[src/rtl/acorn_pkg.sv]
// Shared constants, FSM encoding and boolean helpers for the ACORN AD absorption block.
package acorn_pkg;

  localparam int unsigned STATE_W      = 293;
  localparam int unsigned PAD_STEPS    = 256;
  localparam int unsigned CA_PAD_STEPS = 128;

  typedef enum logic [1:0] {
    ST_IDLE,
    ST_ABSORB,
    ST_PAD,
    ST_FIN
  } absorb_state_e;

  function automatic logic maj(input logic x, input logic y, input logic z);
    return (x & y) ^ (x & z) ^ (y & z);
  endfunction

  function automatic logic ch(input logic x, input logic y, input logic z);
    return (x & y) ^ (~x & z);
  endfunction

endpackage

[src/rtl/acorn_state_step.sv]
// One combinational ACORN state update: LFSR taps, keystream, feedback, shift.
module acorn_state_step
  import acorn_pkg::*;
(
  input  logic [STATE_W-1:0] state,
  input  logic               m,
  input  logic               ca,
  input  logic               cb,
  output logic [STATE_W-1:0] next_state
);

  logic [STATE_W-1:0] s;
  logic               ks;
  logic               f;

  always_comb begin
    s      = state;
    s[289] = s[289] ^ s[235] ^ s[230];
    s[230] = s[230] ^ s[196] ^ s[193];
    s[193] = s[193] ^ s[160] ^ s[154];
    s[154] = s[154] ^ s[111] ^ s[107];
    s[107] = s[107] ^ s[66]  ^ s[61];
    s[61]  = s[61]  ^ s[23]  ^ s[0];
    // Keystream uses the freshly updated LFSR taps.
    ks = s[12] ^ s[154] ^ maj(s[235], s[61], s[193]) ^ ch(s[230], s[111], s[66]);
    f  = s[0] ^ ~s[107] ^ maj(s[244], s[23], s[160]) ^ (ca & s[196]) ^ (cb & ks) ^ m;
    next_state = {f, s[STATE_W-1:1]};
  end

endmodule

[src/rtl/acorn_ad_absorb.sv]
// ACORN associated-data absorption: streams AD words through UNROLL chained
// state steps, then runs the 256-step padding sequence.
module acorn_ad_absorb
  import acorn_pkg::*;
#(
  parameter int unsigned AD_W   = 32,
  parameter int unsigned UNROLL = 1,
  parameter int unsigned LEN_W  = 16
) (
  input  logic               clk,
  input  logic               rst,
  input  logic               start,
  input  logic [STATE_W-1:0] state_in,
  input  logic [LEN_W-1:0]   ad_len,
  input  logic [AD_W-1:0]    ad_data,
  input  logic               ad_valid,
  output logic               ad_ready,
  output logic [STATE_W-1:0] state_out,
  output logic               busy,
  output logic               done
);

  localparam int unsigned NB     = AD_W / 8;
  localparam int unsigned BITS_W = $clog2(AD_W + 1);
  localparam int unsigned PAD_W  = $clog2(PAD_STEPS + 1);

  if ((AD_W % 8) != 0 || (AD_W % UNROLL) != 0 ||
      !(AD_W == 8 || AD_W == 16 || AD_W == 32 || AD_W == 64 || AD_W == 128) ||
      !(UNROLL == 1 || UNROLL == 2 || UNROLL == 4 || UNROLL == 8) ||
      LEN_W < $clog2(NB + 1)) begin : g_param_check
    $error("acorn_ad_absorb: illegal AD_W/UNROLL/LEN_W combination");
  end

  absorb_state_e      fsm_q, fsm_d;
  logic [STATE_W-1:0] state_q, state_d;
  logic [LEN_W-1:0]   rem_q, rem_d;
  logic [AD_W-1:0]    buf_q, buf_d;
  logic [BITS_W-1:0]  bits_q, bits_d;
  logic [PAD_W-1:0]   pad_q, pad_d;

  logic [LEN_W-1:0]   take;
  logic [UNROLL-1:0]  step_m, step_ca, step_cb;
  logic [PAD_W-1:0]   pad_idx;
  logic [STATE_W-1:0] step_out;

  always_comb begin
    step_m  = buf_q[UNROLL-1:0];
    step_ca = '1;
    step_cb = '1;
    pad_idx = '0;
    if (fsm_q == ST_PAD) begin
      for (int unsigned k = 0; k < UNROLL; k++) begin
        pad_idx    = pad_q + PAD_W'(k);
        step_m[k]  = (pad_idx == '0);
        step_ca[k] = (pad_idx < PAD_W'(CA_PAD_STEPS));
      end
    end
  end

  for (genvar g = 0; g < UNROLL; g++) begin : g_step
    logic [STATE_W-1:0] s_in, s_out;
    if (g == 0) begin : g_head
      assign s_in = state_q;
    end else begin : g_link
      assign s_in = g_step[g-1].s_out;
    end
    acorn_state_step u_step (
      .state      (s_in),
      .m          (step_m[g]),
      .ca         (step_ca[g]),
      .cb         (step_cb[g]),
      .next_state (s_out)
    );
  end

  assign step_out = g_step[UNROLL-1].s_out;

  always_comb begin
    fsm_d    = fsm_q;
    state_d  = state_q;
    rem_d    = rem_q;
    buf_d    = buf_q;
    bits_d   = bits_q;
    pad_d    = pad_q;
    ad_ready = 1'b0;
    take     = (rem_q >= LEN_W'(NB)) ? LEN_W'(NB) : rem_q;

    unique case (fsm_q)
      ST_IDLE: begin
        if (start) begin
          state_d = state_in;
          rem_d   = ad_len;
          buf_d   = '0;
          bits_d  = '0;
          pad_d   = '0;
          fsm_d   = (ad_len != '0) ? ST_ABSORB : ST_PAD;
        end
      end
      ST_ABSORB: begin
        if (bits_q == '0) begin
          ad_ready = (rem_q != '0);
          if (rem_q == '0) begin
            fsm_d = ST_PAD;
            pad_d = '0;
          end else if (ad_valid) begin
            buf_d  = ad_data;
            bits_d = BITS_W'({take, 3'b000});
            rem_d  = rem_q - take;
          end
        end else begin
          state_d = step_out;
          buf_d   = buf_q >> UNROLL;
          bits_d  = bits_q - BITS_W'(UNROLL);
          // Leave straight from the last absorb cycle so no idle cycle precedes padding.
          if (bits_d == '0 && rem_q == '0) begin
            fsm_d = ST_PAD;
            pad_d = '0;
          end
        end
      end
      ST_PAD: begin
        state_d = step_out;
        pad_d   = pad_q + PAD_W'(UNROLL);
        if (pad_d == PAD_W'(PAD_STEPS)) fsm_d = ST_FIN;
      end
      ST_FIN: fsm_d = ST_IDLE;
      default: fsm_d = ST_IDLE;
    endcase
  end

  always_ff @(posedge clk or negedge rst) begin
    if (!rst) begin
      fsm_q   <= ST_IDLE;
      state_q <= '0;
      rem_q   <= '0;
      buf_q   <= '0;
      bits_q  <= '0;
      pad_q   <= '0;
    end else begin
      fsm_q   <= fsm_d;
      state_q <= state_d;
      rem_q   <= rem_d;
      buf_q   <= buf_d;
      bits_q  <= bits_d;
      pad_q   <= pad_d;
    end
  end

  assign state_out = state_q;
  assign busy      = (fsm_q != ST_IDLE);
  assign done      = (fsm_q == ST_FIN);

endmodule

[config.mk]
export PLATFORM = sky130hd
export DESIGN_NAME = acorn_ad_absorb
export DESIGN_NICKNAME = d
export VERILOG_FILES = /design/src/rtl/acorn_pkg.sv /design/src/rtl/acorn_state_step.sv /design/src/rtl/acorn_ad_absorb.sv
export SDC_FILE = /design/constraint.sdc
export NUM_CORES = 1
export LEC_CHECK = 0
export CAP_MARGIN = 20
export CORE_AREA = 2 2 251 253
export DETAILED_ROUTE_END_ITERATION = 16
export DIE_AREA = 0 0 253 255
export GPL_TIMING_DRIVEN = 0
export PLACE_DENSITY_LB_ADDON = 0.12
export SETUP_SLACK_MARGIN = 0.3
export SYNTH_ARGS = -nofsm -noshare
export SYNTH_HDL_FRONTEND = slang
export SYNTH_SLANG_ARGS = --single-unit
[constraint.sdc]
create_clock -name clk -period 7.9 [get_ports clk]
set_clock_uncertainty 0.1 [all_clocks]
set_input_delay 1.58 -clock clk [delete_from_list [all_inputs] [get_ports clk]]
set_output_delay 1.58 -clock clk [all_outputs]
set_load 0.03 [all_outputs]
=== Word level (Yosys, flattened, before mapping) ===
Cells that the tools add are included.

* Bits in registers: 358
* Bits of input ports: 345
* Output and inout bits: 296
* Logic and storage cells: 112

* Add/subtract/negate cells: 3
* $lt $le $gt $ge: 2
* Eq/ne operators: 14
* Multiplexer cells: 35
* Bitwise operators: 36
* Reductions and logical operators: 16

{| class="wikitable"
|+ Operators by type and width
! operator !! count
|-
| 293-bit case mux with 3 select lines || 1
|-
| 293-bit 2-to-1 mux || 2
|-
| 32-bit 2-to-1 mux || 4
|-
| 16-bit 2-to-1 mux || 5
|-
| 32-bit case mux with 2 select lines || 1
|-
| 9-bit 2-to-1 mux || 4
|-
| 16-bit case mux with 2 select lines || 1
|-
| 16-bit nonzero test || 2
|-
| 9-bit case mux with 3 select lines || 1
|-
| 1-bit bitwise XOR || 25
|-
| 6-bit 2-to-1 mux || 4
|-
| 16-bit by 3-bit >= comparator with 1-bit output, second input constant || 1
|-
| 16-bit logical NOT || 1
|-
| 16-bit subtractor || 1
|-
| 6-bit logical NOT || 2
|-
| 2-bit 2-to-1 mux || 6
|-
| 3-bit inequality test, second input constant || 4
|-
| 6-bit case mux with 2 select lines || 1
|-
| 4-bit AND reduction || 3
|-
| 2-bit inequality test, second input constant || 5
|-
| 9-bit by 1-bit adder with 9-bit output, second input constant || 1
|-
| 1-bit bitwise AND || 9
|-
| 9-bit == test, second input constant || 1
|-
| 9-bit logical NOT || 1
|-
| 14 further kinds || 20
|}

=== Logic depth before layout (Yosys ltp) ===
* Depth in word-level cells: 11
* Depth in mapped cells: 10
* Depth with buffers taken out: 10

=== Modules after synthesis ===
Synthesis repeated with hierarchy kept, for this count alone.

* Cell total of the unflattened synthesis: 2037
* Area, all modules: 19650.1 µm²

{| class="wikitable"
|+ By module, submodules not included
! module !! instances !! cells each !! area each (µm²) !! seq. area each (µm²)
|-
| acorn_ad_absorb || 1 || 1726 || 17239.0 || 8958.6
|-
| acorn_state_step || 1 || 311 || 2411.1 || 0.0
|}

=== Worst setup path after synthesis ===
Ideal clock, no wire load.

* Path kind: register -> output
* Start point: reg bits_q[0]
* End point: out ad_ready
* Arrival: 2.040 ns
* Data required time: 6.220 ns
* Path slack: 4.180 ns
* Cell stages (with the launch flop): 7
* Path buffers: 0
* Cells stage by stage: dfrtp_1 > inv_1 > ha_1 > or3b_4 > nor3_1 > nand2_1 > nor2_1

* Word-level cells in the longest chain between the ends: 3

{| class="wikitable"
|+ RTL lines
! element !! line !! RTL
|-
| start: declaration || acorn_ad_absorb.sv:38 || <nowiki>logic [BITS_W-1:0] bits_q, bits_d;</nowiki>
|-
| start signal: assignment || acorn_ad_absorb.sv:144 || <nowiki>bits_q <= bits_d;</nowiki>
|-
| 6-bit logical NOT || acorn_ad_absorb.sv:100 || <nowiki>if (bits_q == '0) begin</nowiki>
|-
| 1-bit 2-to-1 mux || acorn_ad_absorb.sv:100 ||
|-
| 1-bit 2-to-1 mux || acorn_ad_absorb.sv:88 || <nowiki>unique case (fsm_q)</nowiki>
|-
| end: declaration || acorn_ad_absorb.sv:17 || <nowiki>output logic ad_ready,</nowiki>
|}

No other way between the ends.

=== Final worst setup path ===
Ends and elaborated chain as after synthesis.

==> results.py <==
metrics = {
    "floorplan": {
        "fp.dieW_um": 253,
        "ios": 641,
        "dieArea_um2": 64500,
        "core_area_um2": 62200,
        "die_h_um": 255,
        "row_count": 92,
        "start_util_pct": 27.8,
    },
    "final_layout": {
        "fin_util_pct": 42.2,
        "finish.instance_area_um2": 26200,
        "nNetsFinal": 2791,
        "areaGrowthSynthToFinish_pct": 52.1,
        "layout-drive-gt1-share_pct": 3.16,
        "layout_commonest_cell": "clkdlybuf4s50_1",
        "fillers": 6090,
        "final_cell_mix": "clkdlybuf4s50_1, dfrtp_1, nor2_1",
    },
    "route": {
        "first_pass_iters": 5,
        "wl_um": 72300,
        "viasPerCell": 4.91,
        "drc": 0,
        "vias": 16100,
        "ant_nets": 0,
        "wl_per_cell_um": 22.1,
        "drt_iter0_markers": 1026,
    },
    "sta": {
        "drv_slew": 0,
        "slew_headroom_pct": 37.6,
        "fin_ws_ps": 2840,
        "timing.final.crit_period_ps": 5060,
        "rsz0062_at_grt": "false",
        "hold_violations": 0,
        "worst_slew_pin_slew_ps": 929,
        "setup_viol": 0,
        "fmax_mhz": 198,
        "finalCritPeriodShare_pct": 64.0,
        "fin_tns_setup_ps": 0,
    },
    "logic_synthesis": {
        "synthFlopType": "dfrtp_1",
        "synth_top_area_cell": "dfrtp_1",
        "ys_seq_elements": 358,
        "ys_types": 69,
        "avgSynthCellArea_um2": 9.89,
        "async_reset_ff_share_pct": 100,
        "synth-edff-count": 0,
        "synthCells": 1745,
        "synth.area.top_cells": "dfrtp_1, mux2i_1, a21oi_1",
        "yosysTopAreaCellShare_pct": 51.9,
        "syn_nets": 2100,
        "yosys_warnings": 0,
        "yosysSeqAreaShare_pct": 51.9,
        "syn_area_um2": 17300,
    },
    "worst_setup_path": {
        "path_max_fanout": 7,
        "start_kind": "flop",
        "worst-setup-path-type": "flop to output port",
        "crit_path_end_kind": "output port",
        "critPathArrivalTime_ps": 3380,
        "worst-endpoint-required_ps": 6220,
    },
    "global_routing": {
        "grt_util_all_layers_pct": 21.7,
        "grt_pass1_vias": 16600,
        "grt_pass1_wl_um": 106000,
        "grt_antenna_before_repair": 10,
        "grt_max_degree": 111,
        "grt-ovfl-total": 0,
    },
    "clock_network": {
        "cts_setup_buffers": 0,
        "cts_tree": "done",
        "clkTransAtPathRegs_ps": 50,
        "cts_resized": 0,
        "cts_sinks": 358,
        "cts_buffers": 45,
        "holdBufCountCts": 0,
        "cts_root_buf": "clkbuf_16",
        "htreeDepth": 2,
        "cts.path.max_buffers": 3,
        "worstSkewPairLatency_ps": 570,
    },
    "place": {
        "place_ws_ps": 3000,
        "globalplace.congestion": 0.896,
        "hpwl_um": 55700,
        "portBuffers": 640,
        "place_area_um2": 24800,
    },
    "power_and_ir_drop": {
        "p_per_area_nw_per_um2": 410,
        "irDropWorstVdd_v": 0.000264,
        "p_leak_nw": 12.5,
        "finalPower_mw": 10.8,
    },
    "worst_hold_path": {
        "min_path_type": "flop to flop",
    },
    "status": {
        "status": "finished, final reports clean",
    },
    "flow_run": {
        "drv_cap": 0,
    },
}
## cell type report
cell class	instances	area, um^2	share of cell area [%]
sequential	358	8960	34.1
multi-input combinational	1253	7780	29.7
timing repair buffer	644	6510	24.8
clock buffer	74	1390	5.29
tap	799	1000	3.81
buffer	124	472	1.80
clock inverter	5	78.8	0.300
inverter	10	37.5	0.143
antenna	3	7.51	0.0286
## stage by stage
stage          hold WS (ps)  cells
5_1_grt                 403   3269
3_3_place_gp            361   3184
3_5_place_dp            366   3188
2_1_floorplan           348   1745
4_1_cts                 383   3267
6_report                381   3270
## per-layer routing
layer	wire, um	vias to the layer above	share of wire (%)	global-route usage [%]
met1	28800	8003	40	25.8
met5	108	-	0.15	0
met3	5040	89	7.0	6.48
met4	1340	16	1.9	5.11
li1	-	7502	-	-
met2	37000	453	51	38.5
## registers in the layout (all words and copies together) (netlist names)
signal     flops
state_out    293
buf_q         32
pad_q          9
rem_q         16
bits_q         6
fsm_q          2
## cells in the mapped netlist (all sizes together), types with 2 or more instances
| cell | n |
|---|---|
| a2111oi | 2 |
| a21boi | 2 |
| a21oi | 306 |
| a22o | 2 |
| a22oi | 2 |
| a31oi | 3 |
| and3 | 3 |
| buf | 4 |
| clkbuf | 120 |
| dfrtp | 358 |
| ha | 10 |
| inv | 10 |
| maj3 | 2 |
| mux2i | 305 |
| nand2 | 99 |
| nand3 | 38 |
| nand3b | 4 |
| nand4 | 33 |
| nor2 | 314 |
| nor2b | 2 |
| nor3 | 11 |
| nor3b | 2 |
| nor4 | 6 |
| o211ai | 2 |
| o21a | 3 |
| o21ai | 24 |
| o221ai | 3 |
| o22ai | 7 |
| o31ai | 10 |
| o32ai | 3 |
| or3 | 5 |
| or4 | 3 |
| or4b | 2 |
| xnor2 | 16 |
| xnor3 | 2 |
| xor2 | 2 |
## worst max-delay path, stage by stage (launching register included)
cell,delay (ps)
dfrtp_1,430
inv_1,80
ha_1,210
or3b_4,410
nor3_1,560
nand2_1,230
nor2_1,160
clkdlybuf4s50_1,720
## power by group
group / internal [mW] / switching, mW
Combinational: 2.21 / 3.00
Sequential: 2.68 / 0.794
Clock: 1.25 / 0.828
Total: 6.14 / 4.62
## worst paths after layout
kind	from	to	slack (ps)	cells past startpoint
worst max-delay path	bits_q[0]	ad_ready	2840	7
worst min-delay path	buf_q[6]	buf_q[6]	380	2
worst max register to register	bits_q[0]	state_out[156]	4280	10
worst min register to register	buf_q[6]	buf_q[6]	380	2
max in group asynchronous	rst	state_out[111]	5430	3
min in group asynchronous	rst	buf_q[23]	870	1
## kinds of logic (layout without fill, tap and decap cells)
kind of cell,Yosys count,count (layout),share of synthesized area [%]
other,1,4,0.0217
XOR/XNOR,20,20,1.17
flip-flops,358,358,51.9
buffers and inverters,134,857,2.95
multiplexers,306,306,17.8
AO/OA/AOI/OAI,385,385,12.2
AND/OR/NAND/NOR,529,529,13.1
adder cells (fa/ha/maj),12,12,0.841
Note: power is estimated with default switching activity, not from simulation.
